==> src/rtl/booth_pkg.sv <==
// booth_pkg: shared state/select encodings and sizing helpers for the radix-4 Booth multiplier
package booth_pkg;
    typedef enum logic [1:0] {IDLE, CALC, DONE} state_e;
    typedef enum logic [2:0] {ZERO, POS1, POS2, NEG1, NEG2} booth_sel_e;
    function automatic int booth_iter(input int w);
        return w / 2 + 1;
    endfunction
    function automatic int booth_acc_w(input int w);
        return 2 * w + 4;
    endfunction
endpackage

==> src/rtl/booth_r4_encoder.sv <==
// booth_r4_encoder: maps a 3-bit multiplier window {b[2i+1], b[2i], b[2i-1]} to a Booth digit select
module booth_r4_encoder
    import booth_pkg::*;
(
    input  logic [2:0]  win,
    output booth_sel_e  sel
);
    assign sel = (win == 3'b000 || win == 3'b111) ? ZERO :
                 (win == 3'b011) ? POS2 :
                 (win == 3'b100) ? NEG2 :
                 win[2] ? NEG1 : POS1;
endmodule

==> src/rtl/booth_radix4_multiplier.sv <==
// booth_radix4_multiplier: sequential radix-4 Booth multiplier, one digit per clock, signed/unsigned per op.
// Optional BOOTH_ZERO_SKIP_EN: a zero operand skips CALC and completes in one cycle with Result=0.
module booth_radix4_multiplier
    import booth_pkg::*;
#(
    parameter int WORD_LENGTH = 8
)(
    input  logic                       clk,
    input  logic                       reset,
    input  logic                       start,
    input  logic                       Sign,
    input  logic [WORD_LENGTH-1:0]     Multiplicand,
    input  logic [WORD_LENGTH-1:0]     Multiplier,
    output logic                       ready,
    output logic                       done,
    output logic [2*WORD_LENGTH-1:0]   Result
);
    localparam int ITER = booth_iter(WORD_LENGTH);
    localparam int AW   = booth_acc_w(WORD_LENGTH);
    localparam int EW   = WORD_LENGTH + 2;
    localparam int CW   = $clog2(ITER + 1);

    if ((WORD_LENGTH % 2) != 0 || WORD_LENGTH < 4) begin : g_bad_width
        $error("WORD_LENGTH must be even and >= 4");
    end

    state_e            state, next;
    logic [CW-1:0]     cnt;
    logic [EW-1:0]     a_reg;
    logic [EW:0]       b_reg;
    logic [AW-1:0]     acc, acc_nxt;
    logic signed [AW-1:0] sum;
    logic [EW-1:0]     mag, term;
    logic              neg, zero, last;
    booth_sel_e        sel;

    function automatic logic [EW-1:0] ext(input logic [WORD_LENGTH-1:0] x, input logic s);
        return {{2{s & x[WORD_LENGTH-1]}}, x};
    endfunction

`ifdef BOOTH_ZERO_SKIP_EN
    assign zero = (Multiplicand == '0) || (Multiplier == '0);
`else
    assign zero = 1'b0;
`endif

    booth_r4_encoder u_enc (.win(b_reg[2:0]), .sel(sel));

    // The addend sits at bit EW so that ITER shifts of two bits land the product at bit 0
    assign neg     = (sel == NEG1) || (sel == NEG2);
    assign mag     = (sel == POS2 || sel == NEG2) ? {a_reg[EW-2:0], 1'b0} : a_reg;
    assign term    = (sel == ZERO) ? '0 : neg ? ~mag : mag;
    assign sum     = acc + {term, {EW{1'b0}}} + (AW'(neg) << EW);
    assign acc_nxt = sum >>> 2;
    assign last    = cnt == CW'(ITER - 1);

    always_ff @(posedge clk or negedge reset)
        if (!reset) state <= IDLE;
        else state <= next;

    always_comb begin
        next  = state;
        ready = 1'b0;
        done  = 1'b0;
        case (state)
            IDLE: begin
                ready = 1'b1;
                if (start) next = zero ? DONE : CALC;
            end
            CALC: if (last) next = DONE;
            DONE: begin
                done = 1'b1;
                next = IDLE;
            end
            default: next = IDLE;
        endcase
    end

    always_ff @(posedge clk or negedge reset)
        if (!reset) begin
            cnt    <= '0;
            a_reg  <= '0;
            b_reg  <= '0;
            acc    <= '0;
            Result <= '0;
        end else if (state == IDLE && start) begin
            cnt   <= '0;
            a_reg <= ext(Multiplicand, Sign);
            b_reg <= {ext(Multiplier, Sign), 1'b0};
            acc   <= '0;
            if (zero) Result <= '0;
        end else if (state == CALC) begin
            cnt   <= cnt + 1'b1;
            acc   <= acc_nxt;
            b_reg <= b_reg >> 2;
            if (last) Result <= acc_nxt[2*WORD_LENGTH-1:0];
        end
endmodule

==> config.mk <==
export PLATFORM = sky130hd
export DESIGN_NAME = booth_radix4_multiplier
export DESIGN_NICKNAME = d
export VERILOG_FILES = /design/src/rtl/booth_pkg.sv /design/src/rtl/booth_r4_encoder.sv /design/src/rtl/booth_radix4_multiplier.sv
export SDC_FILE = /design/constraint.sdc
export NUM_CORES = 1
export LEC_CHECK = 0
export BUFFER_PORTS_ARGS = -buffer_cell sky130_fd_sc_hd__buf_2
export CORE_MARGIN = 3
export CORE_UTILIZATION = 40
export DETAILED_ROUTE_END_ITERATION = 6
export PLACE_DENSITY = 0.62
export SETUP_SLACK_MARGIN = 0.05
export SLEW_MARGIN = 20
export SYNTH_ARGS = -nofsm -noshare
export SYNTH_HDL_FRONTEND = slang
export SYNTH_SLANG_ARGS = --single-unit
==> constraint.sdc <==
create_clock -name clk -period 2.8 [get_ports clk]
set_input_delay 0.56 -clock clk [delete_from_list [all_inputs] [get_ports clk]]
set_output_delay 0.56 -clock clk [all_outputs]
set_load 0.03 [all_outputs]
==> results of run 1 <==
## metal layers
| metal | track usage [%] | part of all wire (%) |
|---|---|---|
| met1 | 20.4 | 47 |
| met2 | 25.6 | 49 |
| met3 | 2.07 | 2.6 |
| met4 | 4.52 | 1.1 |
| met5 | 0 | 0 |
## timing repair
item                                    in CTS  in global routing
setup buffers                                5                  2
hold buffers                                 0                  0
endpoints found under the setup margin       5                 10
endpoints found under the hold margin        0                  0
pin swaps                                    2                  9
cloned                                       0                  0
resized for setup                           19                 15
## synth_stat cells
master and n:
nor2b_1 6, dfrtp_1 56, a21o_1 1, a221o_1 2
o22ai_2 1, o21ai_0 34, clkbuf_2 1, nand3_2 1
xnor2_1 6, nor2b_4 1, inv_1 10, nand2b_1 2
a2111o_1 1, nor3b_1 1, nand3_1 2, fa_1 2
o22ai_1 1, or3_1 1, and2_1 3, a21oi_1 8
buf_2 5, o31a_1 1, a22o_1 12, o21bai_1 2
a22oi_1 12, xor2_1 10, a21boi_0 1, a211o_1 1
or2_2 1, ha_1 18, o2bb2ai_1 1, mux2_2 20
buf_6 1, a2bb2oi_1 1, nand2_1 22, o21a_1 2
nor2_1 6, clkbuf_1 5
## power groups by stage
| stage | registers, uW | logic (uW) | clock network [uW] |
|---|---|---|---|
| after floorplan | 1570 | 1810 | 0 |
| after global placement | 1460 | 2770 | 0 |
| after detailed placement | 1470 | 2790 | 0 |
| after CTS | 1470 | 2970 | 489 |
| after global routing | 1530 | 3590 | 522 |
| final | 1470 | 3240 | 473 |
## through the flow
step	cell area, sq um	hold slack, ps	power (uW)
after floorplan	2900	264	3370
after global placement	3280	463	4230
after detailed placement	3280	471	4260
after CTS	3450	412	4930
after global routing	3550	428	5640
final	3550	369	5190
## area by class of cell
type / instances / area, sq um
inverters: 10 / 37.5
clock buffers: 6 / 82.6
fillers: 660 / 3360
multi-input cells: 183 / 1520
clock inverters: 2 / 13.8
well taps: 96 / 120
repair buffers: 62 / 373
flip-flops and latches: 56 / 1410
## logic make-up after synthesis
kind of cell	after synthesis	share of synthesized area, %
AO/OA/AOI/OAI	81	18.5
flip-flops	56	48.4
AND/OR/NAND/NOR	46	7.87
buffers and inverters	22	3.37
multiplexers	20	7.79
adder cells (fa/ha/maj)	20	9.17
XOR/XNOR	16	4.84
## final timing paths
check / to / depth (start not counted) / start / slack, ps
max: acc[18] / 12 / b_reg[0] / -140
min: a_reg[3] / 2 / reset / 370
max reg2reg: acc[18] / 12 / b_reg[0] / -140
min reg2reg: b_reg[3] / 2 / b_reg[3] / 490
max in group asynchronous: b_reg[0] / 2 / reset / 1940
min in group clk: b_reg[7] / 3 / Multiplier[6] / 460
==> metrics, run 1 <==
Clk pin slew, worst setup/hold paths=100 ps; pins over their slew limit=0; ANT cells=0; chip width=91.0 um; critical path class=reg -> reg; Slew HR=53.5%; crit path max fanout=5; failing checks=setup timing; setup slack at placement=-125 ps; Startpoint Class=flop; Final nets=358; sequential area share after synthesis=48.4%; Net Switching=2190 uW; Core Box Area=6910 sq um; post-route setup TNS=-272 ps; Post-Syn Area=2890 sq um; worst-path cell chain=xor2_2, a221o_1, ha_4, ha_4, inv_2, fa_2, nor2b_4, o31a_1, o22ai_2, xnor2_2, or3_1, o21ai_1; period utilization=105%; post-synthesis cell count=261; Max Cap Violations=0; clock root buffer=clkbuf_8; Worst Tran Pin Value=698 ps; Yosys top cell by area=dfrtp_1; pin count of the biggest net entering global routing=57; Peak VDD IR=0.483 mV; IO buf count=37; sequential share of power=28.4%; drt first-iter violations=73; CP required=3030 ps; Logic pwr share=62.5%; Mapped Avg Cell Area=11.1 sq um; DRC viols=0; Synth top area share=48.4%; Fin Clk Skew=9.44 ps; Yosys cell types=38; Layout area overhead=22.6%; commonest non-fill, non-tap cell in the layout=dfrtp_1; clk sink count=56; initial antenna violation count=0; crit-path max cell delay=480 ps; synthesized flop and latch total=56; gpl congestion=0.844; placed insts=400; CTS tree=yes; Leak=0.00170 uW; DR vias=2132; Syn Nets=301; share of layout cells above drive strength 1=36.1%; total congestion overflow=0; Most common cell on crit path=ha_4; synth top area cells=dfrtp_1 (48%), ha_1 (7.8%), mux2_2 (7.8%); Setup WS post-layout=-139 ps; Die H=91.0 um; # rows=30; fmax=340 MHz; pwr/cell area=1460 nW/um^2; Initial Utilization=41.9%; routed wire length=6.03 mm; RSZ-0062 raised after global routing=true; run status=finished with violations; die area=8290 sq um; hpwl dp=4.19 mm; via-per-instance ratio=5.14; cts bufs inserted=5; final cell count without fillers=415; Clk pwr share=9.1%; Buf+Inv Stages, Crit Path=1; fin crit period=2940 ps; CP max stage cell=dfrtp_2; drt first pass iters=4; Clock Path Buffers=2; Hold Path Class=in -> async; Cell Int Power=3000 uW; Critical Path End Type=flop; Routed WL per cell=14.5 um; # setup viols final=3; Net Sw Frac=42.2%; vias in the first global route=2188; Final Core Density=51.4%; final hold vios=0; first-pass GRT wire length=10.4 mm; antenna viol nets, final=0; # IOs=38; H-tree levels=2; family with the most delay on the worst path=adder cells; worst skew pair latency=310 ps; CP arrival=3170 ps; commonest non-fill, non-tap cells in the layout=dfrtp_1 (53), buf_2 (37), o21ai_0 (25), buf_4 (25), nand2_1 (21); yosys warns=0; GRT Overall Usage=15.2%
Note: power is estimated with default switching activity, not from simulation.
==> run 2, diff against run 1 <==
REMOVE_ABC_BUFFERS = 1   (was unset)
SETUP_SLACK_MARGIN = 0.2   (was 0.05)
==> run 2 against run 1 <==
Against the previous run: the run still ends with setup timing left; critical path depth unchanged; via count increased by 2.5%; largest cell class unchanged; design area increased by 1.2%.
==> metrics, run 2 (synthesized netlist as in run 1, its figures left out) <==
CP required=3040 ps (about the same); Clk pwr share=8.5% (-0.6 points); critical path class=reg -> reg; IO buf count=37 (unchanged); crit path max fanout=5 (unchanged); Net Sw Frac=42.1% (-0.12 points); total congestion overflow=0 (unchanged); FF-to-FF Start=b_reg[0]; clk sink count=56 (unchanged); final cell count without fillers=421 (+1.4%); DR vias=2186 (+2.5%); drt first pass iters=4 (unchanged); Clk pin slew, worst setup/hold paths=100 ps (about the same); GRT Overall Usage=14.9% (-0.33 points); hpwl dp=4.13 mm (-1.4%); Cell Int Power=3030 uW (+1.0%); worst skew pair latency=310 ps (about the same); vias in the first global route=2147 (-1.9%); Layout area overhead=24.1%; # setup viols final=4 (+1); chip width=91.0 um (unchanged); Final nets=364 (+1.7%); Final Core Density=52.0% (+0.62 points); Leak=0.00172 uW (+1.6%); CTS tree=yes; period utilization=103% (-1.9 points); Worst Tran Pin Value=703 ps (+5.15 ps); pin count of the biggest net entering global routing=57 (unchanged); first-pass GRT wire length=10.1 mm (-2.7%); Hold Path Class=in -> async; failing checks=setup timing; RSZ-0062 raised after global routing=true; Core Box Area=6910 sq um (unchanged); met2 WL=2.73 mm (-7.3%); pwr/cell area=1460 nW/um^2 (-0.40%); clock root buffer=clkbuf_8; H-tree levels=2 (unchanged); DP Area=3330 sq um (+1.5%); via-per-instance ratio=5.19 (+1.1%); Critical Path End Type=flop; routed wire length=5.99 mm (-0.66%); placed insts=407 (+1.8%); Finished Cell Area=3590 sq um (+1.2%); CP arrival=3130 ps (-40 ps); initial antenna violation count=0 (unchanged); Setup WS post-layout=-85.0 ps (+54.1 ps); ANT cells=0 (unchanged); Startpoint Class=flop; final hold vios=0 (unchanged); Net Switching=2200 uW (+0.51%); Peak VDD IR=0.615 mV (+27%); Fin Clk Skew=5.70 ps (-3.74 ps); gpl congestion=0.830 (-1.6%); die area=8290 sq um (unchanged); # rows=30 (unchanged); routed metal-1 wire length=2.97 mm (+4.0%); drt first-iter violations=84 (+15%); cts bufs inserted=5 (unchanged); Die H=91.0 um (unchanged); sequential share of power=28.2% (-0.2 points); fmax=347 MHz (+1.9%); fin crit period=2880 ps (-54.1 ps); CP startpoint=b_reg[0]; Routed WL per cell=14.2 um (-2.1%); run status=finished with violations; Slew HR=53.1% (-0.34 points); pins over their slew limit=0 (unchanged); Reg2Reg Capture Point=acc[18]; met3 wire length=224 um (+41%); Logic pwr share=63.3% (+0.8 points); DRC viols=0 (unchanged); Clock Path Buffers=2 (unchanged); # IOs=38 (unchanged); hold buffer count at cts=0 (unchanged); Initial Utilization=41.9% (unchanged); Reg2Reg Depth=12 (unchanged); Hold Slack=364 ps (-4.48 ps); reg2reg setup slack=-80 ps (+50 ps); Max Cap Violations=0 (unchanged); share of layout cells above drive strength 1=37.2% (+1.2 points); antenna viol nets, final=0 (unchanged); Max Used Layer=met4; commonest non-fill, non-tap cell in the layout=dfrtp_1; commonest non-fill, non-tap cells in the layout=dfrtp_1 (53), buf_2 (37), buf_4 (29)
-- run 2: cell types whose count changed in the layout (fill, tap and decap cells not counted), sizes merged --
cell | previous run | this run
buf | 62 | 68
clkinvlp | 0 | 1
inv | 11 | 10
-- run 2: power groups by stage --
stage	registers (uW)	logic, uW	clock network [uW]
6_report	1470	3310	444
5_1_grt	1530	3630	489
4_1_cts	1460	2970	456
3_5_place_dp	1470	2860	0
3_3_place_gp	1450	2790	0
2_1_floorplan	1610	1700	0
-- run 2: how the worst max path moves through the flow --
stage	endpoint	slack (ps)	cells after the start
floorplan	acc[18]	-140	12
global placement	acc[18]	-40	13
detailed placement	acc[18]	-150	13
CTS	acc[18]	-80	12
global route	acc[18]	-200	12
finish	acc[18]	-80	12
-- run 2: area by class of cell --
| class | count | area [sq um] |
|---|---|---|
| well taps | 96 | 120 |
| clock buffers | 6 | 72.6 |
| multi-input cells | 183 | 1510 |
| repair buffers | 68 | 425 |
| inverters | 10 | 37.5 |
| flip-flops and latches | 56 | 1410 |
| clock inverters | 2 | 16.3 |
| fillers | 677 | 3320 |
-- run 2: metal layers --
| layer | vias to the layer above | global-route usage, % |
|---|---|---|
| li1 | 1058 | - |
| met1 | 1085 | 21.3 |
| met2 | 37 | 23.0 |
| met3 | 6 | 3.07 |
| met4 | 0 | 3.89 |
| met5 | - | 0 |
-- run 2: metrics by stage --
| stage | power [uW] | setup WS [ps] | TNS (ps) |
|---|---|---|---|
| detailed placement | 4330 | -151 | -352 |
| global route | 5650 | -196 | -843 |
| floorplan | 3310 | -137 | -137 |
| global placement | 4250 | -37.3 | -71.2 |
| CTS | 4890 | -76.0 | -157 |
| finish | 5230 | -85.0 | -141 |
-- run 2: timing repair --
item,CTS,global route
gates resized for setup,16,20
setup endpoints to repair,9,11
pin swaps,2,13
hold endpoints to repair,0,0
setup buffers,2,4
-- run 2: worst max-delay path, cell delays in order, from the launching register on --
cell and delay, ps:
dfrtp_2 490, xor2_4 220, a221o_1 310, ha_1 280
ha_2 180, inv_2 40, fa_2 380, nor2b_4 120
o31a_1 170, o22ai_2 90, xnor2_1 150, or3_1 310
o21ai_1 70
